<file path="src/rtl/leaf_out_stream_arbiter_if.sv">
// rtl/leaf_out_stream_arbiter_if.sv - source streams and merged leaf-interface port
interface leaf_out_stream_arbiter_if #(
    parameter int NUM_SRC      = 4,
    parameter int PAYLOAD_BITS = 32
);
    logic [NUM_SRC*PAYLOAD_BITS-1:0] src_tdata;
    logic [NUM_SRC-1:0]              src_tvalid;
    logic [NUM_SRC-1:0]              src_tready;
    logic [PAYLOAD_BITS-1:0]         din_leaf_user2interface;
    logic                            vld_user2interface;
    logic                            ack_interface2user;

    // master: the arbiter side; slave: the kernel streams plus the leaf interface
    modport master (
        input  src_tdata, src_tvalid, ack_interface2user,
        output src_tready, din_leaf_user2interface, vld_user2interface
    );
    modport slave (
        output src_tdata, src_tvalid, ack_interface2user,
        input  src_tready, din_leaf_user2interface, vld_user2interface
    );
endinterface

</file>
<file path="src/rtl/leaf_out_stream_arbiter.sv">
// rtl/leaf_out_stream_arbiter.sv - burst-locked round-robin merge of user output streams onto one leaf port
module leaf_out_stream_arbiter #(
    parameter int NUM_SRC      = 4,
    parameter int SRC_BITS     = 2,
    parameter int PAYLOAD_BITS = 32,
    parameter int BURST_LEN    = 16
) (
    input  logic                         clk,
    input  logic                         ap_rst_n,
    leaf_out_stream_arbiter_if.master    bus,
    output logic [SRC_BITS-1:0]          dout_src,
    output logic                         grant_vld,
    output logic [7:0]                   beat_cnt
);
    typedef enum logic {ARB, BURST} state_t;

    localparam logic [7:0] LAST_BEAT = 8'(BURST_LEN - 1);

    state_t                  state;
    logic [SRC_BITS-1:0]     grant;
    logic [SRC_BITS-1:0]     last_grant;
    logic [SRC_BITS-1:0]     pick;
    logic                    found;
    logic                    load_ok;
    logic                    sel_valid;
    logic                    xfer;
    logic [PAYLOAD_BITS-1:0] sel_data;

    assign load_ok = ~bus.vld_user2interface | bus.ack_interface2user;
    assign xfer    = grant_vld & load_ok & sel_valid;

    always_comb begin
        sel_valid      = 1'b0;
        sel_data       = '0;
        bus.src_tready = '0;
        for (int i = 0; i < NUM_SRC; i++) begin
            if (grant == SRC_BITS'(i)) begin
                sel_valid         = bus.src_tvalid[i];
                sel_data          = bus.src_tdata[i*PAYLOAD_BITS +: PAYLOAD_BITS];
                bus.src_tready[i] = grant_vld & load_ok;
            end
        end
    end

    // First valid source scanning upward from the one after last_grant
    always_comb begin
        found = 1'b0;
        pick  = '0;
        for (int k = 1; k <= NUM_SRC; k++) begin
            for (int i = 0; i < NUM_SRC; i++) begin
                if (!found && bus.src_tvalid[i] && ((int'(last_grant) + k) % NUM_SRC) == i) begin
                    found = 1'b1;
                    pick  = SRC_BITS'(i);
                end
            end
        end
    end

    always_ff @(posedge clk or negedge ap_rst_n) begin
        if (!ap_rst_n) begin
            state                       <= ARB;
            grant                       <= '0;
            last_grant                  <= SRC_BITS'(NUM_SRC - 1);
            grant_vld                   <= 1'b0;
            beat_cnt                    <= 8'd0;
            bus.vld_user2interface      <= 1'b0;
            bus.din_leaf_user2interface <= '0;
            dout_src                    <= '0;
        end else begin
            if (xfer) begin
                bus.vld_user2interface      <= 1'b1;
                bus.din_leaf_user2interface <= sel_data;
                dout_src                    <= grant;
            end else if (bus.ack_interface2user) begin
                bus.vld_user2interface <= 1'b0;
            end

            case (state)
                ARB: begin
                    if (found) begin
                        grant     <= pick;
                        beat_cnt  <= 8'd0;
                        grant_vld <= 1'b1;
                        state     <= BURST;
                    end
                end
                BURST: begin
                    // Under backpressure the grant is frozen; an idle source or a full burst releases it
                    if (load_ok) begin
                        if (!sel_valid || beat_cnt == LAST_BEAT) begin
                            last_grant <= grant;
                            grant_vld  <= 1'b0;
                            beat_cnt   <= 8'd0;
                            state      <= ARB;
                        end else begin
                            beat_cnt <= beat_cnt + 8'd1;
                        end
                    end
                end
            endcase
        end
    end
endmodule

</file>
<file path="src/flat_wrapper.sv">
// flat-port wrapper written by rule: the top's interface ports become plain ports
module leaf_out_stream_arbiter_flat 
#(
    parameter int NUM_SRC      = 4,
    parameter int SRC_BITS     = 2,
    parameter int PAYLOAD_BITS = 32,
    parameter int BURST_LEN    = 16
)
  (clk, ap_rst_n, dout_src, grant_vld, beat_cnt, bus_src_tdata, bus_src_tvalid, bus_ack_interface2user, bus_src_tready, bus_din_leaf_user2interface, bus_vld_user2interface);
  leaf_out_stream_arbiter_if #(.NUM_SRC(NUM_SRC), .PAYLOAD_BITS(PAYLOAD_BITS)) bus_i ();
  input  logic clk;
  input  logic ap_rst_n;
  output logic [SRC_BITS-1:0] dout_src;
  output logic grant_vld;
  output logic [7:0] beat_cnt;
  input wire logic [$bits(bus_i.src_tdata)-1:0] bus_src_tdata;
  input wire logic [$bits(bus_i.src_tvalid)-1:0] bus_src_tvalid;
  input wire logic [$bits(bus_i.ack_interface2user)-1:0] bus_ack_interface2user;
  output wire logic [$bits(bus_i.src_tready)-1:0] bus_src_tready;
  output wire logic [$bits(bus_i.din_leaf_user2interface)-1:0] bus_din_leaf_user2interface;
  output wire logic [$bits(bus_i.vld_user2interface)-1:0] bus_vld_user2interface;
  assign bus_i.src_tdata = bus_src_tdata;
  assign bus_i.src_tvalid = bus_src_tvalid;
  assign bus_i.ack_interface2user = bus_ack_interface2user;
  assign bus_src_tready = bus_i.src_tready;
  assign bus_din_leaf_user2interface = bus_i.din_leaf_user2interface;
  assign bus_vld_user2interface = bus_i.vld_user2interface;
  leaf_out_stream_arbiter #(.NUM_SRC(NUM_SRC), .SRC_BITS(SRC_BITS), .PAYLOAD_BITS(PAYLOAD_BITS), .BURST_LEN(BURST_LEN)) u_core (.clk(clk), .ap_rst_n(ap_rst_n), .bus(bus_i), .dout_src(dout_src), .grant_vld(grant_vld), .beat_cnt(beat_cnt));
endmodule
</file>
<file path="config.mk">
export PLATFORM = sky130hd
export DESIGN_NAME = leaf_out_stream_arbiter_flat
export DESIGN_NICKNAME = d
export VERILOG_FILES = /design/src/rtl/leaf_out_stream_arbiter_if.sv /design/src/rtl/leaf_out_stream_arbiter.sv /design/src/flat_wrapper.sv
export SDC_FILE = /design/constraint.sdc
export NUM_CORES = 1
export LEC_CHECK = 0
export CAP_MARGIN = 10
export CELL_PAD_IN_SITES_DETAIL_PLACEMENT = 1
export CELL_PAD_IN_SITES_GLOBAL_PLACEMENT = 2
export CORE_MARGIN = 8
export CORE_UTILIZATION = 23
export CTS_CLUSTER_SIZE = 8
export DETAILED_ROUTE_END_ITERATION = 10
export GPL_TIMING_DRIVEN = 0
export PLACE_DENSITY = 0.9
export SLEW_MARGIN = 20
export SYNTH_ARGS = -nofsm -noshare
export SYNTH_HDL_FRONTEND = slang
export SYNTH_SLANG_ARGS = --single-unit
</file>
<file path="constraint.sdc">
create_clock -name clk -period 1.9 [get_ports clk]
set_input_delay 0.19 -clock clk [delete_from_list [all_inputs] [get_ports clk]]
set_output_delay 0.19 -clock clk [all_outputs]
set_load 0.01 [all_outputs]
</file>
==> run_results.csv, run 1 <==
group,metric,value,unit
status,outcome,"finished clean",
grt,grt_pass1_vias,3113,
setup_path,critPathBufInv,1,
route,drc,0,
timing,finalCritPeriodShare,0.9514,
logic_synthesis,synth_flop_cell,"dfrtp_1",
cells_and_area,diodes,0,
logic_synthesis,syn_area,2955,um^2
logic_synthesis,syn_nets,328,
timing,finalSetupViolations,0,
cells_and_area,drive_above_1_share,0.1802,
floorplan,initial_core_util,0.2351,
placement,place_area,4990,um^2
placement,post-place-ws,-0.6599,ns
power_and_ir_drop,fin_total_pwr,0.006723,W
route,viasPerCell,4.571,
setup_path,crit_path_max_fanout,10,
floorplan,io_pins,183,
timing,fin_crit,1.808,ns
logic_synthesis,ys_seq_area_frac,0.4157,
cts,cts_tree,"built",
grt,grt-ovfl-total,0,
setup_path,critPathTopFamily,"multiplexers",
power_and_ir_drop,p_leak,2.038,nW
setup_path,cp_slowest_cell,"mux4_2",
cells_and_area,stdcell_area,5184,um^2
placement,portBuffers,182,
floorplan,dieArea,16730,um^2
logic_synthesis,synth_async_sr_flop_share,1.000,
cells_and_area,areaGrowthSynthToFinish,75.40,%
placement,place_congestion,0.7407,
power_and_ir_drop,peakVddDrop,532.9,uV
route,first_iter_violations,74,
cts,clock_path_buffers,2,
placement,dp_hpwl,9036,um
floorplan,placementRows,41,
setup_path,slowest_delay,0.58,ns
route,firstDrtPassIters,4,
setup_path,end_kind,"flip-flop",
floorplan,die_width,129.4,um
cells_and_area,final_nets,518,
timing,fin_worst_skew,0.004896,ns
flow_run,maxCapViolCount,0,
floorplan,die_h,129.4,um
timing,maxSlewViolCount,0,
logic_synthesis,syn_inst,192,
timing,max-slew-margin-rel,0.5591,
grt,grt_pass1_wl,16700,um
setup_path,worstPathArrival,1.98,ns
cts,root_buffer,"clkbuf_16",
timing,max_clock_freq,553.2,MHz
timing,rsz0062_at_grt,"no",
route,routed_wl,10870,um
grt,grt_use_total,0.1287,
cts,clkTransAtPathRegs,0.07,ns
route,via_count,2537,
logic_synthesis,ys_seq_elements,49,
timing,tightest_slew,0.6613,ns
logic_synthesis,synth_edf_count,0,
cts,h-tree-depth,2,
setup_path,crit_required,2.07,ns
setup_path,start_kind,"flip-flop",
setup_path,path_class,"reg -> reg",
timing,worst_slack,0.09226,ns
route,drtAntennaViolNets,0,
cts,cts_sinks,49,
floorplan,core,12570,um^2
timing,hold_violations,0,
setup_path,path_cells,"mux4_2, nand3_4, buf_6, mux2_2",
logic_synthesis,syn_area_per_cell,15.39,um^2
route,routedWlPerCell,19.58,um
grt,antenna_found_initial,0,
min_path,hold_path_class,"in -> async",
logic_synthesis,synth.distinct_cells,43,
cts,cts_buffers,5,
grt,grt_max_degree,50,
logic_synthesis,synth_warnings,0,
timing,tns,0,ns
power_and_ir_drop,power.density,1297,nW/um^2
cts,clock_latency,0.29,ns
[final timing paths]
check	slack, ns	end	depth (start not counted)	start
max in group asynchronous	0.94	u_core.grant[1]	2	ap_rst_n
max	0.09	u_core.bus.din_leaf_user2interface[3]	4	u_core.grant[0]
min in group clk	0.49	u_core.bus.din_leaf_user2interface[27]	1	u_core.bus.din_leaf_user2interface[27]
max reg2reg	0.09	u_core.bus.din_leaf_user2interface[3]	4	u_core.grant[0]
min reg2reg	0.49	u_core.bus.din_leaf_user2interface[27]	1	u_core.bus.din_leaf_user2interface[27]
min	0.49	u_core.beat_cnt[1]	2	ap_rst_n
[cells in the final DEF (no fill, tap or decap), drive strengths merged, types with 2 or more instances in the layout]
master	instances
and4	3
clkbuf	8
mux2	37
o21ai	2
buf	12
nor3b	2
dfstp	2
dlygate4sd2	3
and3	2
mux4	33
dfrtp	47
xor2	5
o2111ai	2
nand3	2
nand2	5
nand2b	3
clkinv	2
clkdlybuf4s50	177
a21oi	3
nor2	9
o211ai	3
[timing repair]
| item | CTS | global route |
|---|---|---|
| cloned | 0 | 0 |
| hold buffers | 1 | 0 |
| pin swaps | 0 | 1 |
| buffers inserted | 0 | 3 |
| endpoints found under the hold margin | 47 | 0 |
| setup endpoints to repair | 24 | 21 |
| gates resized for setup | 12 | 3 |
[cell type report]
type                       count  area [um^2]
buffer                        11        97.59
inverter                       1        3.754
clock buffer                   5        125.1
tap                          172        215.2
clock inverter                 3        17.52
timing repair buffer         186         1851
sequential                    49         1231
fill                        1316         7385
multi-input combinational    128         1643
[worst register-to-register path: cells and delay by family (launching register included)]
family                 cells  cell delay (ns)
multiplexers               2             0.93
flip-flops                 1             0.42
buffers and inverters      1             0.19
AND/OR/NAND/NOR            1             0.16
[power breakdown]
group	leakage, nW	switching (W)	internal (W)	total [W]
sequential	0.586	0.000335	0.00155	0.00188
combinational	1.38	0.00157	0.00239	0.00396
clock	0.0696	0.000395	0.000484	0.000879
[per-stage QoR]
| step | hold slack, ns | utilization | cells |
|---|---|---|---|
| final | 0.4937 | 0.4124 | 555 |
| after global routing | 0.5165 | 0.4124 | 555 |
| after CTS | 0.5018 | 0.4098 | 552 |
| after detailed placement | 0.2712 | 0.3970 | 546 |
| after global placement | 0.4733 | 0.3972 | 546 |
| after floorplan | -0.1056 | - | 192 |
[cells in the mapped netlist (2+ instances only)]
| master | n | area [um^2] |
|---|---|---|
| a21oi_1 | 2 | 10.01 |
| xor2_1 | 5 | 43.79 |
| buf_6 | 4 | 45.04 |
| buf_2 | 4 | 20.02 |
| mux4_2 | 25 | 563.0 |
| o21ai_0 | 2 | 10.01 |
| mux4_1 | 8 | 210.2 |
| nand2_1 | 5 | 18.77 |
| and3_1 | 2 | 12.51 |
| dfrtp_1 | 47 | 1176 |
| mux2_2 | 9 | 101.4 |
| and4_1 | 3 | 26.28 |
| nor3b_1 | 2 | 15.01 |
| mux2_4 | 2 | 30.03 |
| mux2_1 | 26 | 292.8 |
| dfstp_2 | 2 | 52.55 |
| nand3_4 | 2 | 35.03 |
| o211ai_1 | 3 | 22.52 |
| clkbuf_1 | 5 | 18.77 |
| nor2_1 | 9 | 33.78 |
| nand2b_1 | 3 | 18.77 |
[routing by layer]
metal	vias to the layer above	part of all wire	global-route usage
met3	6	0.095	0.05218
li1	1151	-	-
met1	1269	0.37	0.1369
met4	0	0.0086	0.02488
met5	-	0	0
met2	111	0.52	0.2344
[flip-flops by register name (all words and copies together), names as in the netlist]
register,cells
u_core.bus.din_leaf_user2interface,32
u_core.beat_cnt,8
u_core.dout_src,2
u_core.grant,2
u_core.last_grant,2
u_core.bus.vld_user2interface,1
u_core.grant_vld,1
u_core.state,1
[kinds of logic after synthesis]
logic type / count (synthesis) / share of synthesized area
compound gates: 19 / 0.05716
fa+ha+maj: 1 / 0.004233
flops: 49 / 0.4157
xor+xnor: 5 / 0.01482
buf+inv: 15 / 0.03090
simple gates: 32 / 0.06859
mux: 71 / 0.4086
No activity file was read; power rests on OpenSTA's default activity.
==> inputs of run 2 (changes only) <==
HOLD_SLACK_MARGIN = 0.08   (was not set)
MAX_ROUTING_LAYER = met4   (was not set)
==> run 2 against run 1 <==
Against the previous run:
- sequential share of layout area unchanged
- fmax about the same
- sequential power about the same
- flip-flop and latch count unchanged
- highest routed layer unchanged
- critical path type unchanged
- largest cell class unchanged
- first-iteration DRC count increased by 38%
- cell count unchanged
- clock skew about the same
- via count decreased by 0.67%
- worst hold slack about the same
- setup slack got worse by 0.0011 ns
- combinational power about the same
- largest power group unchanged
- non-clock buffer count unchanged
==> run_results.csv, run 2 (same netlist as run 1, synthesis figures left out) <==
group,metric,value,unit
status,outcome,"finished clean",
placement,place_congestion,0.7499,
route,met2_length,5701,um
cells_and_area,largest_reg_flops,32,
timing,finalCritPeriodShare,0.9520,
grt,grt-ovfl-total,0,
cells_and_area,stdcell_area,5184,um^2
power_and_ir_drop,p_clk_frac,0.131,
floorplan,initial_core_util,0.2351,
timing,max-slew-margin-rel,0.5568,
timing,hold_violations,0,
placement,portBuffers,182,
route,drtAntennaViolNets,0,
route,first_iter_violations,102,
timing,fin_hold_ws,0.4938,ns
timing,max_clock_freq,552.8,MHz
floorplan,dieArea,16730,um^2
grt,grt_max_degree,50,
cts,cts_sinks,49,
cells_and_area,areaGrowthSynthToFinish,75.40,%
route,viasPerCell,4.541,
grt,grt_pass1_wl,16580,um
setup_path,start_kind,"flip-flop",
cts,clock_path_buffers,2,
cts,root_buffer,"clkbuf_16",
cts,clock_latency,0.29,ns
timing,maxSlewViolCount,0,
cells_and_area,final_nets,518,
cells_and_area,mostFrequentLayoutCell,"clkdlybuf4s50_1",
floorplan,die_width,129.4,um
floorplan,core,12570,um^2
cells_and_area,layout_common_cells,"clkdlybuf4s50_1 (177), dfrtp_1 (45), mux2_1 (26), mux4_2 (25)",
power_and_ir_drop,seq_power_share,0.280,
route,routed_wl,10870,um
setup_path,end_kind,"flip-flop",
grt,grt_pass1_vias,3147,
cts,h-tree-depth,2,
power_and_ir_drop,fin_total_pwr,0.006725,W
cts,cts_buffers,5,
cells_and_area,drive_above_1_share,0.1802,
min_path,hold_path_class,"in -> async",
power_and_ir_drop,power_frac_comb,0.589,
timing,fin_crit,1.809,ns
power_and_ir_drop,peakVddDrop,532.2,uV
timing,tightest_slew,0.6648,ns
grt,grt_use_total,0.1325,
power_and_ir_drop,power.density,1297,nW/um^2
route,routedWlPerCell,19.59,um
floorplan,io_pins,183,
cells_and_area,diodes,0,
setup_path,worstPathArrival,1.98,ns
timing,fin_worst_skew,0.004574,ns
cts,cts_tree,"built",
route,routed.top_layer,"met4",
setup_path,crit_required,2.07,ns
route,drc,0,
grt,antenna_found_initial,0,
power_and_ir_drop,p_sw_frac,0.3428,
route,via_count,2520,
setup_path,worstRegToRegCells,4,
placement,place_area,4990,um^2
placement,dp_hpwl,9036,um
flow_run,maxCapViolCount,0,
power_and_ir_drop,p_leak,2.038,nW
cells_and_area,largestRegisters,"u_core.bus.din_leaf_user2interface x32, u_core.beat_cnt x8",
route,wl_met1,4344,um
route,firstDrtPassIters,4,
setup_path,path_class,"reg -> reg",
setup_path,crit_path_max_fanout,10,
timing,rsz0062_at_grt,"no",
floorplan,placementRows,41,
timing,finalSetupViolations,0,
route,wl_met3,736,um
cts,clkTransAtPathRegs,0.07,ns
power_and_ir_drop,switching_power,0.002305,W
cells_and_area,regMostFlops,"u_core.bus.din_leaf_user2interface",
timing,tns,0,ns
power_and_ir_drop,power.internal,0.004420,W
floorplan,die_h,129.4,um
-- run 2: cell counts in the layout (fill, tap and decap cells not counted) --
No cell type changed its count.
-- run 2: worst paths after layout --
path                                                             start                                endpoint  slack (ns)
worst min register to register  u_core.bus.din_leaf_user2interface[27]  u_core.bus.din_leaf_user2interface[27]        0.49
worst max register to register                         u_core.grant[0]   u_core.bus.din_leaf_user2interface[3]        0.09
worst max-delay path                                   u_core.grant[0]   u_core.bus.din_leaf_user2interface[3]        0.09
min in group clk                u_core.bus.din_leaf_user2interface[27]  u_core.bus.din_leaf_user2interface[27]        0.49
worst min-delay path                                          ap_rst_n                      u_core.beat_cnt[1]        0.49
max in group asynchronous                                     ap_rst_n                         u_core.grant[0]        0.93
-- run 2: area by class of cell --
| class | count | area, um^2 |
|---|---|---|
| fill | 1316 | 7385 |
| timing repair buffer | 186 | 1851 |
| multi-input combinational | 128 | 1643 |
| sequential | 49 | 1231 |
| tap | 172 | 215.2 |
| clock buffer | 5 | 125.1 |
| buffer | 11 | 97.59 |
| clock inverter | 3 | 17.52 |
| inverter | 1 | 3.754 |
-- run 2: through the flow --
step	instances	util	setup slack, ns
2_1_floorplan	192	-	0.1340
3_5_place_dp	546	0.3970	-0.6599
6_report	555	0.4124	0.09116
3_3_place_gp	546	0.3972	-1.020
5_1_grt	555	0.4124	0.008991
4_1_cts	552	0.4098	0.006453
-- run 2: metal layers --
metal / track usage / vias to the layer above
li1: - / 1147
met1: 0.1464 / 1256
met2: 0.2344 / 111
met3: 0.03698 / 6
met4: 0.02488 / 0
met5: - / -
-- run 2: power by group through the flow --
| stage | clock network (W) | registers [W] | logic, W |
|---|---|---|---|
| finish | 0.000884 | 0.00188 | 0.00396 |
| global route | 0.000966 | 0.00196 | 0.00428 |
| CTS | 0.000922 | 0.00189 | 0.00402 |
| detailed placement | 0 | 0.00189 | 0.00401 |
| global placement | 0 | 0.00185 | 0.00391 |
| floorplan | 0 | 0.00203 | 0.00206 |
-- run 2: worst max-delay path, stage by stage, from the launching register on --
cell and delay (ns):
dfrtp_2 0.42, mux4_2 0.58, nand3_4 0.16, buf_6 0.19
mux2_2 0.35
-- run 2: timing repair --
item                                    in CTS  in global routing
endpoints found under the setup margin      24                 21
resized for setup                           12                  3
endpoints found under the hold margin       47                  0
gates cloned                                 0                  0
pin swaps                                    0                  1
hold buffers                                 1                  0
buffers inserted                             0                  3
